## config.mk

```make
export PLATFORM = sky130hd
export DESIGN_NAME = alu_cmp_serial
export DESIGN_NICKNAME = d
export VERILOG_FILES = /design/src/rtl/alu_pkg.sv /design/src/rtl/chunk_cmp.sv /design/src/rtl/alu_cmp_serial.sv
export SDC_FILE = /design/constraint.sdc
export NUM_CORES = 1
export LEC_CHECK = 0
export ABC_CLOCK_PERIOD_IN_PS = 6200
export BUFFER_PORTS_ARGS = -buffer_cell sky130_fd_sc_hd__buf_2
export CAP_MARGIN = 10
export CORE_UTILIZATION = 50
export CTS_CLUSTER_SIZE = 16
export DETAILED_ROUTE_END_ITERATION = 8
export PLACE_DENSITY = 0.75
export SLEW_MARGIN = 25
export SYNTH_ARGS = -nofsm -noshare
export SYNTH_HDL_FRONTEND = slang
export SYNTH_SLANG_ARGS = --single-unit
```

## constraint.sdc

```tcl
create_clock -name clk -period 6.2 [get_ports clk]
set_input_delay 0.93 -clock clk [delete_from_list [all_inputs] [get_ports clk]]
set_output_delay 0.93 -clock clk [all_outputs]
set_load 0.01 [all_outputs]
```

## src/rtl/alu_pkg.sv

```systemverilog
// Shared definitions for the serial magnitude comparator.
//   state_t   : controller states (IDLE accepts, BUSY scans slices, DONE holds result)
//   DEF_WIDTH : default operand width in bits
//   DEF_CHUNK : default number of bits compared per BUSY cycle
package alu_pkg;

  localparam int unsigned DEF_WIDTH = 32;
  localparam int unsigned DEF_CHUNK = 8;

  typedef enum logic [1:0] {
    IDLE = 2'd0,
    BUSY = 2'd1,
    DONE = 2'd2
  } state_t;

  // Index register width; kept at least one bit so a single-slice build still elaborates.
  function automatic int unsigned idx_width(input int unsigned n);
    return (n > 1) ? $clog2(n) : 1;
  endfunction

endpackage

```

## src/rtl/chunk_cmp.sv

```systemverilog
// Combinational unsigned comparison of one CHUNK-bit slice.
//   slice_a, slice_b : slice operands
//   lt               : slice_a <  slice_b
//   gt               : slice_a >  slice_b
// Both low means the slices are equal.
module chunk_cmp #(
  parameter int unsigned CHUNK = 8
) (
  input  logic [CHUNK-1:0] slice_a,
  input  logic [CHUNK-1:0] slice_b,
  output logic             lt,
  output logic             gt
);

  always_comb begin
    lt = (slice_a < slice_b);
    gt = (slice_a > slice_b);
  end

endmodule

```

## src/rtl/alu_cmp_serial.sv

```systemverilog
// Serial signed/unsigned magnitude comparator producing a set-less-than result.
// One CHUNK-bit slice is compared per BUSY cycle, most significant slice first,
// stopping at the first slice that differs.
//   clk, rst            : clock, asynchronous active-high reset
//   in_valid / in_ready : request handshake carrying a, b and u_s
//   a, b                : operands (sampled only on the accept edge)
//   u_s                 : 1 = unsigned compare, 0 = signed compare
//   out_valid/out_ready : result handshake
//   less, equal         : comparison result
//   o_Result            : zero-extended less
module alu_cmp_serial
  import alu_pkg::*;
#(
  parameter int unsigned WIDTH = DEF_WIDTH,
  parameter int unsigned CHUNK = DEF_CHUNK
) (
  input  logic             clk,
  input  logic             rst,
  input  logic             in_valid,
  output logic             in_ready,
  input  logic [WIDTH-1:0] a,
  input  logic [WIDTH-1:0] b,
  input  logic             u_s,
  output logic             out_valid,
  input  logic             out_ready,
  output logic             less,
  output logic             equal,
  output logic [WIDTH-1:0] o_Result
);

  localparam int unsigned N     = WIDTH / CHUNK;
  localparam int unsigned IDX_W = idx_width(N);

  state_t           state_q, state_d;
  logic [WIDTH-1:0] a_q, b_q;
  logic [IDX_W-1:0] idx_q;
  logic             hit_q;
  logic             less_q, equal_q;

  logic [CHUNK-1:0] slice_a, slice_b;
  logic             slice_lt, slice_gt;
  logic             accept;
  logic             last_slice;

  // Slice select from the captured operands.
  always_comb begin
    slice_a    = a_q[idx_q*CHUNK +: CHUNK];
    slice_b    = b_q[idx_q*CHUNK +: CHUNK];
    accept     = (state_q == IDLE) && in_valid;
    last_slice = (idx_q == '0);
  end

  chunk_cmp #(.CHUNK(CHUNK)) u_chunk_cmp (
    .slice_a (slice_a),
    .slice_b (slice_b),
    .lt      (slice_lt),
    .gt      (slice_gt)
  );

  // State register.
  always_ff @(posedge clk or posedge rst) begin
    if (rst) begin
      state_q <= IDLE;
    end else begin
      state_q <= state_d;
    end
  end

  // Next-state logic. The decision from the scanned slice is registered in
  // hit_q, so DONE is entered one cycle after the deciding slice.
  always_comb begin
    state_d = state_q;
    unique case (state_q)
      IDLE:    if (in_valid)  state_d = BUSY;
      BUSY:    if (hit_q)     state_d = DONE;
      DONE:    if (out_ready) state_d = IDLE;
      default: state_d = IDLE;
    endcase
  end

  // Operand capture, slice scan and result registers.
  always_ff @(posedge clk or posedge rst) begin
    if (rst) begin
      a_q     <= '0;
      b_q     <= '0;
      idx_q   <= '0;
      hit_q   <= 1'b0;
      less_q  <= 1'b0;
      equal_q <= 1'b0;
    end else if (accept) begin
      // Flipping the sign bits maps two's-complement order onto unsigned order.
      a_q     <= {a[WIDTH-1] ^ ~u_s, a[WIDTH-2:0]};
      b_q     <= {b[WIDTH-1] ^ ~u_s, b[WIDTH-2:0]};
      idx_q   <= IDX_W'(N - 1);
      hit_q   <= 1'b0;
      less_q  <= 1'b0;
      equal_q <= 1'b0;
    end else if (state_q == BUSY && !hit_q) begin
      if (slice_lt || slice_gt) begin
        hit_q   <= 1'b1;
        less_q  <= slice_lt;
        equal_q <= 1'b0;
      end else if (last_slice) begin
        hit_q   <= 1'b1;
        less_q  <= 1'b0;
        equal_q <= 1'b1;
      end else begin
        idx_q   <= idx_q - 1'b1;
      end
    end
  end

  always_comb begin
    in_ready  = (state_q == IDLE);
    out_valid = (state_q == DONE);
    less      = less_q;
    equal     = equal_q;
    o_Result  = {{(WIDTH-1){1'b0}}, less_q};
  end

endmodule

```

# ---- Yosys cells after proc, flatten, opt, wreduce, memory -nomap -nowiden
# Cells that the tools add are included.
# Widths: inputs -> output; s select.
dict set report totals {
  regBits 71
  out_inout_bits 36
}
dict set report classes {
  addsub 1
  magnitude_cmp 2
  eq_ne 7
  shift 2
  mux 19
  n_bitwise 3
  n_reduce_logical 11
}
# operator n
set op_table {}
lappend op_table {{$shiftx 32x6->8} 2}
lappend op_table {{$mux 2} 7}
lappend op_table {{$mux 1} 11}
lappend op_table {{$gt 8x8->1} 1}
lappend op_table {{$lt 8x8->1} 1}
lappend op_table {{$ne 2x2->1 const B} 4}
lappend op_table {{$pmux 2 s3} 1}
lappend op_table {{$reduce_and 3->1} 2}
lappend op_table {{$logic_not 2->1} 2}
lappend op_table {{$reduce_bool 3->1} 1}
lappend op_table {{$eq 2x1->1 const B} 1}
lappend op_table {{$eq 2x2->1 const B} 1}
lappend op_table {{$logic_and 1x1->1} 2}
lappend op_table {{$ne 2x1->1 const B} 1}
lappend op_table {{$reduce_and 2->1} 1}
lappend op_table {{$reduce_bool 2->1} 1}
lappend op_table {{$sub 2x1->2 const B} 1}
lappend op_table {{$xor 1x1->1} 2}
lappend op_table {{$logic_not 1->1} 1}
lappend op_table {{$logic_or 1x1->1} 1}
lappend op_table {{$not 1->1} 1}

# ---- Depth between registers and ports, before layout
# Gate-level depths: netlist of the first run.
dict set report logic_depth {
  depth_word 6
  mapped_depth 10
}

# ---- Hierarchy
# A second synthesis of the first run with hierarchy kept.
dict set report unflattened {
  hier_cells 389
  hier_area_um2 3604.7
}
# module n_inst cells_each area_each_um2
set by_module_without_submodules {}
lappend by_module_without_submodules {alu_cmp_serial 1 360 3393.3}
lappend by_module_without_submodules {chunk_cmp 1 29 211.5}

# ---- Worst setup path before layout of the first run
# Ideal clock, no wire load.
dict set report synth_path {
  path_type {flip-flop to flip-flop}
  from {register idx_q[1]}
  to {register idx_q[0]}
  arrival_ns 2.693
  path_slack_ns 3.388
  stages_incl_launch_ff 10
  path_buffers 2
  synth_period_minus_slack_ns 2.812
  path_cell_list {dfrtp_1 > clkbuf_1 > clkbuf_1 > mux4_2 > ha_1 > nand4_1 > or4_1 > a31oi_2 > xnor2_1 > nand2_1}
}
dict set report synth_between {
  elab_chain_cells 5
}
# element line_no
set synth_lines {}
lappend synth_lines {{start, declared} alu_cmp_serial.sv:36} ;# logic [IDX_W-1:0] idx_q;
lappend synth_lines {{start signal, assigned} alu_cmp_serial.sv:94} ;# idx_q <= IDX_W'(N - 1);
lappend synth_lines {{start signal, assigned} alu_cmp_serial.sv:108} ;# idx_q <= idx_q - 1'b1;
lappend synth_lines {{$shiftx 32x6->8 (on tied branches)} {alu_cmp_serial.sv:47, alu_cmp_serial.sv:48}}
lappend synth_lines {{$lt 8x8->1 or $gt 8x8->1 (tied branches)} {chunk_cmp.sv:16, chunk_cmp.sv:17}}
lappend synth_lines {{$logic_or 1x1->1} alu_cmp_serial.sv:99} ;# if (slice_lt || slice_gt) begin
lappend synth_lines {{$ne 2x2->1 (no source line)} -}
lappend synth_lines {{$reduce_and 3->1 (no source line) (*)} -}
# Every way passes the cells marked *; elsewhere a longest branch is shown, timed or not.
# A chain may end at the register's enable or synchronous reset.

# ---- Worst setup path in the final report of the first run
# Ends and elaborated chain as after synthesis.

==> results_dict.tcl, run 1 <==
set metrics [dict create \
    grt_pass1_vias 2647 \
    yosys.cell_types.count 33 \
    h-tree-depth 3 \
    drt_pre_antenna_iters 4 \
    drv_slew 0 \
    grt_pass1_wl_um 11900 \
    cts_buffers 9 \
    grt_util_met2 0.375 \
    p_per_area_nw_per_um2 460 \
    cts_resized 0 \
    critPathArrivalTime_ps 3210 \
    clk_latency_ps 350 \
    place_inst 536 \
    grt-busiest-layer "met2" \
    fin_setup_tns_ps 0 \
    routed_wl_um 7010 \
    floorplan.initialDensity 0.523 \
    clock_skew_ps 5.02 \
    vias_per_cell 4.78 \
    wl_per_cell_um 12.7 \
    synth_cells 385 \
    grt_max_degree 72 \
    peakVddDrop_mv 0.223 \
    fin_crit_ps 3000 \
    clock-sinks 71 \
    yosys_register_bits 71 \
    die-width_um 86.5 \
    met3_usage 0.0514 \
    die_y_um 86.5 \
    worstPathRequired_ps 6410 \
    grt_antenna_before_repair 0 \
    overflow 0 \
    netlist_area_um2 3570 \
    hp-class "flip-flop to flip-flop" \
    crit_path_end_kind "flip-flop" \
    vias 2637 \
    antenna_cells 0 \
    slowest_delay_ps 870 \
    port_buffers 73 \
    cts_hold_buf 0 \
    outcome "completed" \
    cp_max_fo 18 \
    clock_path_buffers 2 \
    antenna_left 0 \
    cts_root_buf "clkbuf_8" \
    worst_setup_hold_path_clk_slew_ps 70 \
    met1_usage 0.248 \
    nNetsFinal 529 \
    grt_use_total 0.214 \
    layout-drive-gt1-share 0.248 \
    final.period_utilization 0.484 \
    fmax_mhz 333 \
    tightest_slew_ps 863 \
    num_rows 30 \
    ys_seq_area_frac 0.498 \
    cts_tree "yes" \
    final-setup-viol-count 0 \
    p_leak_nw 2.26 \
    hpwl_um 4900 \
    path_class "flip-flop to flip-flop" \
    synth.avg_cell_area_um2 9.28 \
    yosys_warnings 0 \
    cp_cell_sequence "mux4_2 > ha_1 > nand4_1 > or4_1 > a31oi_2 > xnor2_1 > nand2_1" \
    gp_congestion 0.797 \
    drc 0 \
    cts_setup_buffers 0 \
    hold_viol 0 \
    io_pins 105 \
    cp_slowest_cell "dfrtp_1" \
    instances_no_fill 552 \
    relSlewSlack 0.425 \
    cp-start-kind "flip-flop" \
    die_area_um2 7480 \
    area_growth_pct 14.2 \
    cap_violations 0 \
    drt_first_iter_violations 135 \
    fillerInstances 616 \
    rsz0062_at_grt "no" \
    design.core.area_um2 6830 \
]
power by group:
part | total, mW | switching [mW] | internal (mW)
clock network | 0.411 | 0.175 | 0.236
registers | 0.806 | 0.128 | 0.678
logic | 0.662 | 0.374 | 0.288
total | 1.88 | 0.677 | 1.20
registers in the layout, summed over array words and instances (netlist names):
register  flops
a_q          32
b_q          32
equal         1
hit_q         1
idx_q         2
less          1
state_q       2
stage by stage:
step	instance area, um2	hold slack (ps)	util	power, mW	setup WS, ps
after CTS	4080	479	0.597	1.89	2850
after floorplan	3680	440	-	1.31	3390
final	4080	474	0.597	1.88	3200
after global routing	4080	492	0.597	2.02	3060
after detailed placement	3850	462	0.564	1.48	2850
after global placement	3850	456	0.564	1.44	3000
cell usage after synthesis:
master / n / area [um2]
o21a_1: 1 / 7.51
o211ai_1: 1 / 7.51
clkbuf_1: 14 / 52.6
buf_4: 32 / 240
nor3b_1: 1 / 7.51
o21ai_0: 3 / 15.0
nand2_1: 195 / 732
or3b_1: 1 / 8.76
a31oi_1: 1 / 6.26
a31oi_2: 1 / 12.5
mux4_2: 16 / 360
xnor2_1: 1 / 8.76
buf_1: 1 / 3.75
or4_1: 1 / 7.51
a311o_1: 1 / 10.0
and2_1: 1 / 6.26
and2b_2: 1 / 8.76
nor3_1: 1 / 5.00
ha_1: 9 / 113
buf_6: 3 / 33.8
nor2b_1: 1 / 6.26
inv_1: 11 / 41.3
nand4_1: 2 / 12.5
o21ai_1: 1 / 5.00
a31o_1: 1 / 8.76
nand2b_1: 1 / 6.26
xor2_1: 2 / 17.5
conb_1: 1 / 3.75
nand2_2: 1 / 6.26
nor2_1: 2 / 7.51
a211oi_1: 1 / 7.51
dfrtp_1: 71 / 1780
a21oi_1: 5 / 25.0
per-layer routing:
metal | routed length [um] | vias up
met5 | 0 | -
met4 | 182 | 0
met3 | 270 | 20
met2 | 3700 | 70
met1 | 2850 | 1253
li1 | - | 1294
kinds of logic (layout without fill, tap and decap cells):
group                      after synthesis  in the layout  share of synthesized area
and+or+nand+nor                        208            208                      0.228
DFF                                     71             71                      0.498
AOI/OAI and AO/OA                       16             16                     0.0294
buffers and inverters                   61            102                      0.104
other                                    1             31                    0.00105
xor gates and xnor gates                 3              3                    0.00736
adders and majority gates                9              9                     0.0315
muxes                                   16             16                      0.101
path summary, 6_finish.rpt:
path | start | endpoint | slack [ps] | cells past startpoint
worst max-delay path | idx_q[1] | idx_q[0] | 3200 | 7
worst min-delay path | b_q[16] | b_q[16] | 470 | 2
worst max register to register | idx_q[1] | idx_q[0] | 3200 | 7
worst min register to register | b_q[16] | b_q[16] | 470 | 2
max in group asynchronous | rst | idx_q[0] | 4750 | 3
min in group asynchronous | rst | b_q[31] | 830 | 3
critical path: cells and delay by family (launching register included):
kind                       cells  cell delay [ps]
adders and majority gates      1              310
muxes                          1              600
AOI/OAI and AO/OA              1              230
xor gates and xnor gates       1              140
and+or+nand+nor                3              700
DFF                            1              870
layout by cell type (no fill, tap or decap), types with 2 or more instances in the layout:
master / n
nand2_1: 195
mux4_2: 16
buf_4: 2
xor2_1: 2
conb_1: 31
clkinv_2: 3
bufinv_16: 2
inv_1: 10
ha_1: 9
nand4_1: 2
clkbuf_8: 10
dfrtp_1: 70
nor2_1: 2
buf_2: 73
a21oi_1: 5
o21ai_0: 3
cell type report:
type                    instances  area (um2)  share of cell area
flip-flops and latches         71        1780               0.436
multi-input cells             283        1540               0.377
clock buffers                  10         138              0.0337
inverters                      11        41.3              0.0101
well taps                      96         120              0.0294
repair buffers                 75         380              0.0933
clock inverters                 6        83.8              0.0206
No activity file was read; power rests on OpenSTA's default activity.
==> inputs of run 2 (changes only) <==
--- a/config.mk
+++ b/config.mk
@@ -5,13 +5,13 @@
 export SDC_FILE = /design/constraint.sdc
 export NUM_CORES = 1
 export LEC_CHECK = 0
-export ABC_CLOCK_PERIOD_IN_PS = 6200
+export ABC_CLOCK_PERIOD_IN_PS = 2700
 export BUFFER_PORTS_ARGS = -buffer_cell sky130_fd_sc_hd__buf_2
 export CAP_MARGIN = 10
-export CORE_UTILIZATION = 50
+export CORE_UTILIZATION = 47
 export CTS_CLUSTER_SIZE = 16
 export DETAILED_ROUTE_END_ITERATION = 8
-export PLACE_DENSITY = 0.75
+export PLACE_DENSITY = 0.74
 export SLEW_MARGIN = 25
 export SYNTH_ARGS = -nofsm -noshare
 export SYNTH_HDL_FRONTEND = slang
==> constraint.sdc (replaced) <==
create_clock -name clk -period 2.7 [get_ports clk]
set_input_delay 0.405 -clock clk [delete_from_list [all_inputs] [get_ports clk]]
set_output_delay 0.405 -clock clk [all_outputs]
set_load 0.01 [all_outputs]
==> results_dict.tcl, run 2 (same netlist as run 1, synthesis figures left out) <==
set metrics [dict create \
    grt_pass1_wl_um 12100 \
    path_class "flip-flop to flip-flop" \
    layout-drive-gt1-share 0.268 \
    antenna_cells 0 \
    mostFrequentLayoutCells "nand2_1 (195), buf_2 (73), dfrtp_1 (70)" \
    h-tree-depth 3 \
    cts_buffers 9 \
    fillerInstances 662 \
    peakVddDrop_mv 0.478 \
    p_leak_nw 2.32 \
    antenna_left 0 \
    cts_root_buf "clkbuf_8" \
    grt_max_degree 47 \
    overflow 0 \
    drt_pre_antenna_iters 4 \
    layout_commonest_cell "nand2_1" \
    worstPathRequired_ps 2900 \
    cp_max_fo 5 \
    final-setup-viol-count 0 \
    cap_violations 0 \
    grt_use_total 0.205 \
    drt_first_iter_violations 162 \
    fin_crit_ps 2660 \
    design.core.area_um2 7290 \
    hpwl_um 5320 \
    area_growth_pct 18.4 \
    cts_tree "yes" \
    post-route-util 0.580 \
    crit_path_end_kind "flip-flop" \
    p_int_mw 2.73 \
    dr.max_layer_used "met4" \
    slowest_delay_ps 530 \
    final.period_utilization 0.987 \
    grt_antenna_before_repair 0 \
    swShare 0.370 \
    port_buffers 73 \
    cp_slowest_cell "or4_4" \
    vias_per_cell 4.77 \
    wl_met1_um 3180 \
    nNetsFinal 542 \
    clock_path_buffers 2 \
    floorplan.initialDensity 0.490 \
    p_comb_frac 0.403 \
    wl_met3_um 293 \
    relSlewSlack 0.550 \
    hold_viol 0 \
    worst_setup_hold_path_clk_slew_ps 60 \
    cp_cell_sequence "buf_12 > buf_12 > mux4_2 > ha_1 > nand4_1 > or4_4 > a31oi_4 > xnor2_1 > nand2_1" \
    top_regs "a_q: 32 flops, b_q: 32 flops" \
    multi_input_area_um2 1570 \
    cts_hold_buf 0 \
    clkPwrFrac 0.169 \
    drv_slew 0 \
    outcome "completed" \
    critPathArrivalTime_ps 2870 \
    vias 2702 \
    cp_common_cell "buf_12" \
    power.total_mw 4.33 \
    fmax_mhz 375 \
    instances_no_fill 566 \
    die_y_um 89.2 \
    p_per_area_nw_per_um2 1020 \
    gp_congestion 0.872 \
    dr_wl_met2_um 3720 \
    io_pins 105 \
    place_inst 547 \
    clock-sinks 71 \
    p_sw_mw 1.60 \
    seq_power_share 0.427 \
    cp-start-kind "flip-flop" \
    grt_pass1_vias 2625 \
    routed_wl_um 7300 \
    seq_area_um2 1780 \
    die_area_um2 7950 \
    clock_skew_ps 5.40 \
    wl_per_cell_um 12.9 \
    num_rows 31 \
    clk_latency_ps 340 \
    tightest_slew_ps 673 \
    hp-class "primary input to async pin" \
    drc 0 \
    die-width_um 89.2 \
]
[run 2: worst paths after layout]
path,startpoint,endpoint,slack [ps],cells after the start
worst max-delay path,idx_q[0],idx_q[0],40,9
worst min register to register,b_q[27],b_q[27],470,2
max in group asynchronous,rst,b_q[25],1710,3
min in group clk,a[29],a_q[29],250,3
worst min-delay path,rst,a_q[30],160,2
worst max register to register,idx_q[0],idx_q[0],40,9
[run 2: worst max-delay path: cells and delay by family (launching register included)]
kind	cells	cell delay, ps
AO/OA/AOI/OAI	1	190
multiplexers	1	500
XOR/XNOR	1	140
buffers and inverters	2	240
AND/OR/NAND/NOR	3	740
flip-flops	1	400
adder cells (fa/ha/maj)	1	310
[run 2: cell type report]
type	instances	share of cell area
clock buffer	13	0.0376
clock inverter	1	0.00118
inverter	11	0.00977
multi-input combinational	283	0.372
sequential	71	0.421
tap	99	0.0293
timing repair buffer	88	0.129
[run 2: power groups by stage]
stage | registers, mW | clock network (mW) | logic, mW
final | 1.85 | 0.734 | 1.75
after global routing | 1.91 | 0.796 | 1.99
after CTS | 1.85 | 0.753 | 1.65
after detailed placement | 1.87 | 0 | 1.64
after global placement | 1.84 | 0 | 1.55
after floorplan | 1.75 | 0 | 1.27
[run 2: stage by stage]
stage	worst slack, ps	hold slack (ps)	instance area, um2	TNS [ps]
floorplan	2.07	440	3680	0
global placement	75.0	455	3960	0
detailed placement	8.33	459	3960	0
CTS	6.10	168	4140	0
global route	-41.6	206	4230	-64.9
finish	35.1	160	4230	0
[run 2: what timing repair did]
item,4_1_cts,5_1_grt
gates resized for setup,0,5
pin swaps,1,3
gates cloned,0,1
buffers inserted,1,3
endpoints found under the setup margin,1,3
[run 2: per-layer routing]
metal | track usage | vias up
met2 | 0.345 | 67
met3 | 0.0545 | 9
li1 | - | 1318
met1 | 0.259 | 1308
met5 | 0 | -
met4 | 0.0678 | 0
==> inputs of run 3 (changes only) <==
--- a/config.mk
+++ b/config.mk
@@ -5,13 +5,14 @@
 export SDC_FILE = /design/constraint.sdc
 export NUM_CORES = 1
 export LEC_CHECK = 0
+export ABC_AREA = 1
 export ABC_CLOCK_PERIOD_IN_PS = 2700
 export BUFFER_PORTS_ARGS = -buffer_cell sky130_fd_sc_hd__buf_2
 export CAP_MARGIN = 10
 export CORE_UTILIZATION = 47
 export CTS_CLUSTER_SIZE = 16
 export DETAILED_ROUTE_END_ITERATION = 8
-export PLACE_DENSITY = 0.74
+export PLACE_DENSITY = 0.73
 export SLEW_MARGIN = 25
 export SYNTH_ARGS = -nofsm -noshare
 export SYNTH_HDL_FRONTEND = slang
==> results_dict.tcl, run 3 <==
set metrics [dict create \
    reg2reg_to "idx_q[1]" \
    critPathArrivalTime_ps 2620 \
    post-route-util 0.565 \
    worst_setup_hold_path_clk_slew_ps 70 \
    worstPathRequired_ps 2940 \
    drt_pre_antenna_iters 4 \
    antenna_cells 0 \
    path_class "flip-flop to flip-flop" \
    num_rows 31 \
    pre_cts_ws_ps 350 \
    grt_antenna_before_repair 0 \
    gp_congestion 0.771 \
    h-tree-depth 3 \
    area_growth_pct 13.6 \
    synth.avg_cell_area_um2 7.79 \
    outcome "completed" \
    cts_resized 0 \
    yosysMostFrequentCell "nand2_1" \
    layout-drive-gt1-share 0.189 \
    crit_path_end_kind "flip-flop" \
    wl_per_cell_um 12.5 \
    drt_first_iter_violations 235 \
    slowest_delay_ps 500 \
    antenna_left 0 \
    cp_common_cell "nand2_1" \
    die-width_um 90.6 \
    fin_ws_ps 322 \
    nNetsFinal 613 \
    design.core.area_um2 7410 \
    cts_tree "yes" \
    hp-class "primary input to async pin" \
    cp_cell_sequence "inv_2 > o21ai_0 > o22ai_1 > ha_1 > a21o_1 > nor2_2 > nand2_2 > nand3_1 > nand2_1 > nand2_1 > nand2_1" \
    place_inst 623 \
    ys_seq_area_frac 0.482 \
    cts_hold_buf 0 \
    drv_slew 0 \
    vias 3063 \
    vias_per_cell 4.79 \
    rsz0062_at_grt "no" \
    synth_common_cells "nand2_1 (238), dfrtp_1 (71), buf_4 (33)" \
    cts_buffers 9 \
    synth_edf_count 0 \
    p_leak_nw 2.34 \
    port_buffers 73 \
    cts_root_buf "clkbuf_8" \
    synth_top_cell_area_share 0.482 \
    clock_path_buffers 2 \
    p_per_area_nw_per_um2 1130 \
    hpwl_um 5550 \
    clk_latency_ps 350 \
    die_area_um2 8200 \
    netlist_area_um2 3690 \
    yosys_warnings 0 \
    yosys_register_bits 71 \
    yosysTopAreaCell "dfrtp_1" \
    clock-sinks 71 \
    clock_skew_ps 3.63 \
    fin_crit_ps 2380 \
    drc 0 \
    cp_slowest_cell "dfrtp_1" \
    ys.flop_type "dfrtp_1" \
    final-setup-viol-count 0 \
    async_flop_share 1.00 \
    floorplan.initialDensity 0.498 \
    grt_pass1_wl_um 13600 \
    cts_setup_buffers 0 \
    holdWs_ps 181 \
    fmax_mhz 421 \
    yosys.cell_types.count 23 \
    r2r_slack_ps 320 \
    instances_no_fill 639 \
    cp-start-kind "flip-flop" \
    fin_area_um2 4190 \
    top_regs "a_q: 32 flops, b_q: 32 flops" \
    overflow 0 \
    final.period_utilization 0.881 \
    grt_pass1_vias 2967 \
    mostFrequentLayoutCells "nand2_1 (238), buf_2 (73), dfrtp_1 (71)" \
    hold_viol 0 \
    layout_commonest_cell "nand2_1" \
    tightest_slew_ps 753 \
    relSlewSlack 0.497 \
    regToRegStartpoint "idx_q[1]" \
    peakVddDrop_mv 0.417 \
    reg2reg_depth 11 \
    die_y_um 90.6 \
    synth.area.top_cells "dfrtp_1 (48%), nand2_1 (24%), buf_4 (6.7%), ha_1 (3.1%), buf_2 (3.0%)" \
    dpl_cell_area_um2 3970 \
    cp_max_fo 25 \
    power.total_mw 4.73 \
    io_pins 105 \
    fin_setup_tns_ps 0 \
    cap_violations 0 \
    synth_cells 473 \
    grt_max_degree 73 \
    routed_wl_um 7980 \
    grt_use_total 0.209 \
]
run 3: changes by cell type after synthesis, sizes merged, moves of 14 or more:
cell    change
buf        +19
clkbuf     -14
mux4       -16
nand2      +44
nor2       +23
o21ai      +15
run 3: layout make-up:
type | instances | area (um2)
inverter | 14 | 55.1
timing repair buffer | 76 | 400
tap | 99 | 124
fill | 737 | 3220
multi-input combinational | 363 | 1610
sequential | 71 | 1780
clock buffer | 13 | 159
clock inverter | 3 | 65.1
run 3: report_power, final:
part	total (mW)	leakage, nW	internal (mW)	switching [mW]
sequential	1.90	0.876	1.57	0.331
combinational	1.88	1.36	0.707	1.18
clock	0.955	0.114	0.570	0.385
total	4.73	2.34	2.84	1.89
run 3: how the worst max path moves through the flow:
stage                     slack (ps)     start  endpoint
final                            320  idx_q[1]  idx_q[1]
after CTS                        340  idx_q[1]  idx_q[1]
after detailed placement         350  idx_q[1]  idx_q[1]
after global placement           440  idx_q[1]  idx_q[1]
after global routing              60  idx_q[1]  idx_q[1]
after floorplan                  500       rst    a_q[0]
run 3: kinds of logic after synthesis:
logic type	Yosys count	synth area share
simple gates	273	0.290
flops	71	0.482
buf+inv	69	0.112
compound gates	48	0.0801
fa+ha+maj	9	0.0306
xor+xnor	2	0.00475
other cells	1	0.00102
run 3: layer usage:
metal  track usage  up-vias  routed length, um
met5             0        -                  0
met4         0.102        0                155
met3        0.0320       12                386
met2         0.320      103               3680
met1         0.289     1396               3750
li1              -     1552                  -
run 3: critical path: cells and delay by family (launching register included):
kind | cells | cell delay [ps]
compound gates | 3 | 560
simple gates | 6 | 590
buf+inv | 1 | 360
fa+ha+maj | 1 | 280
flops | 1 | 500
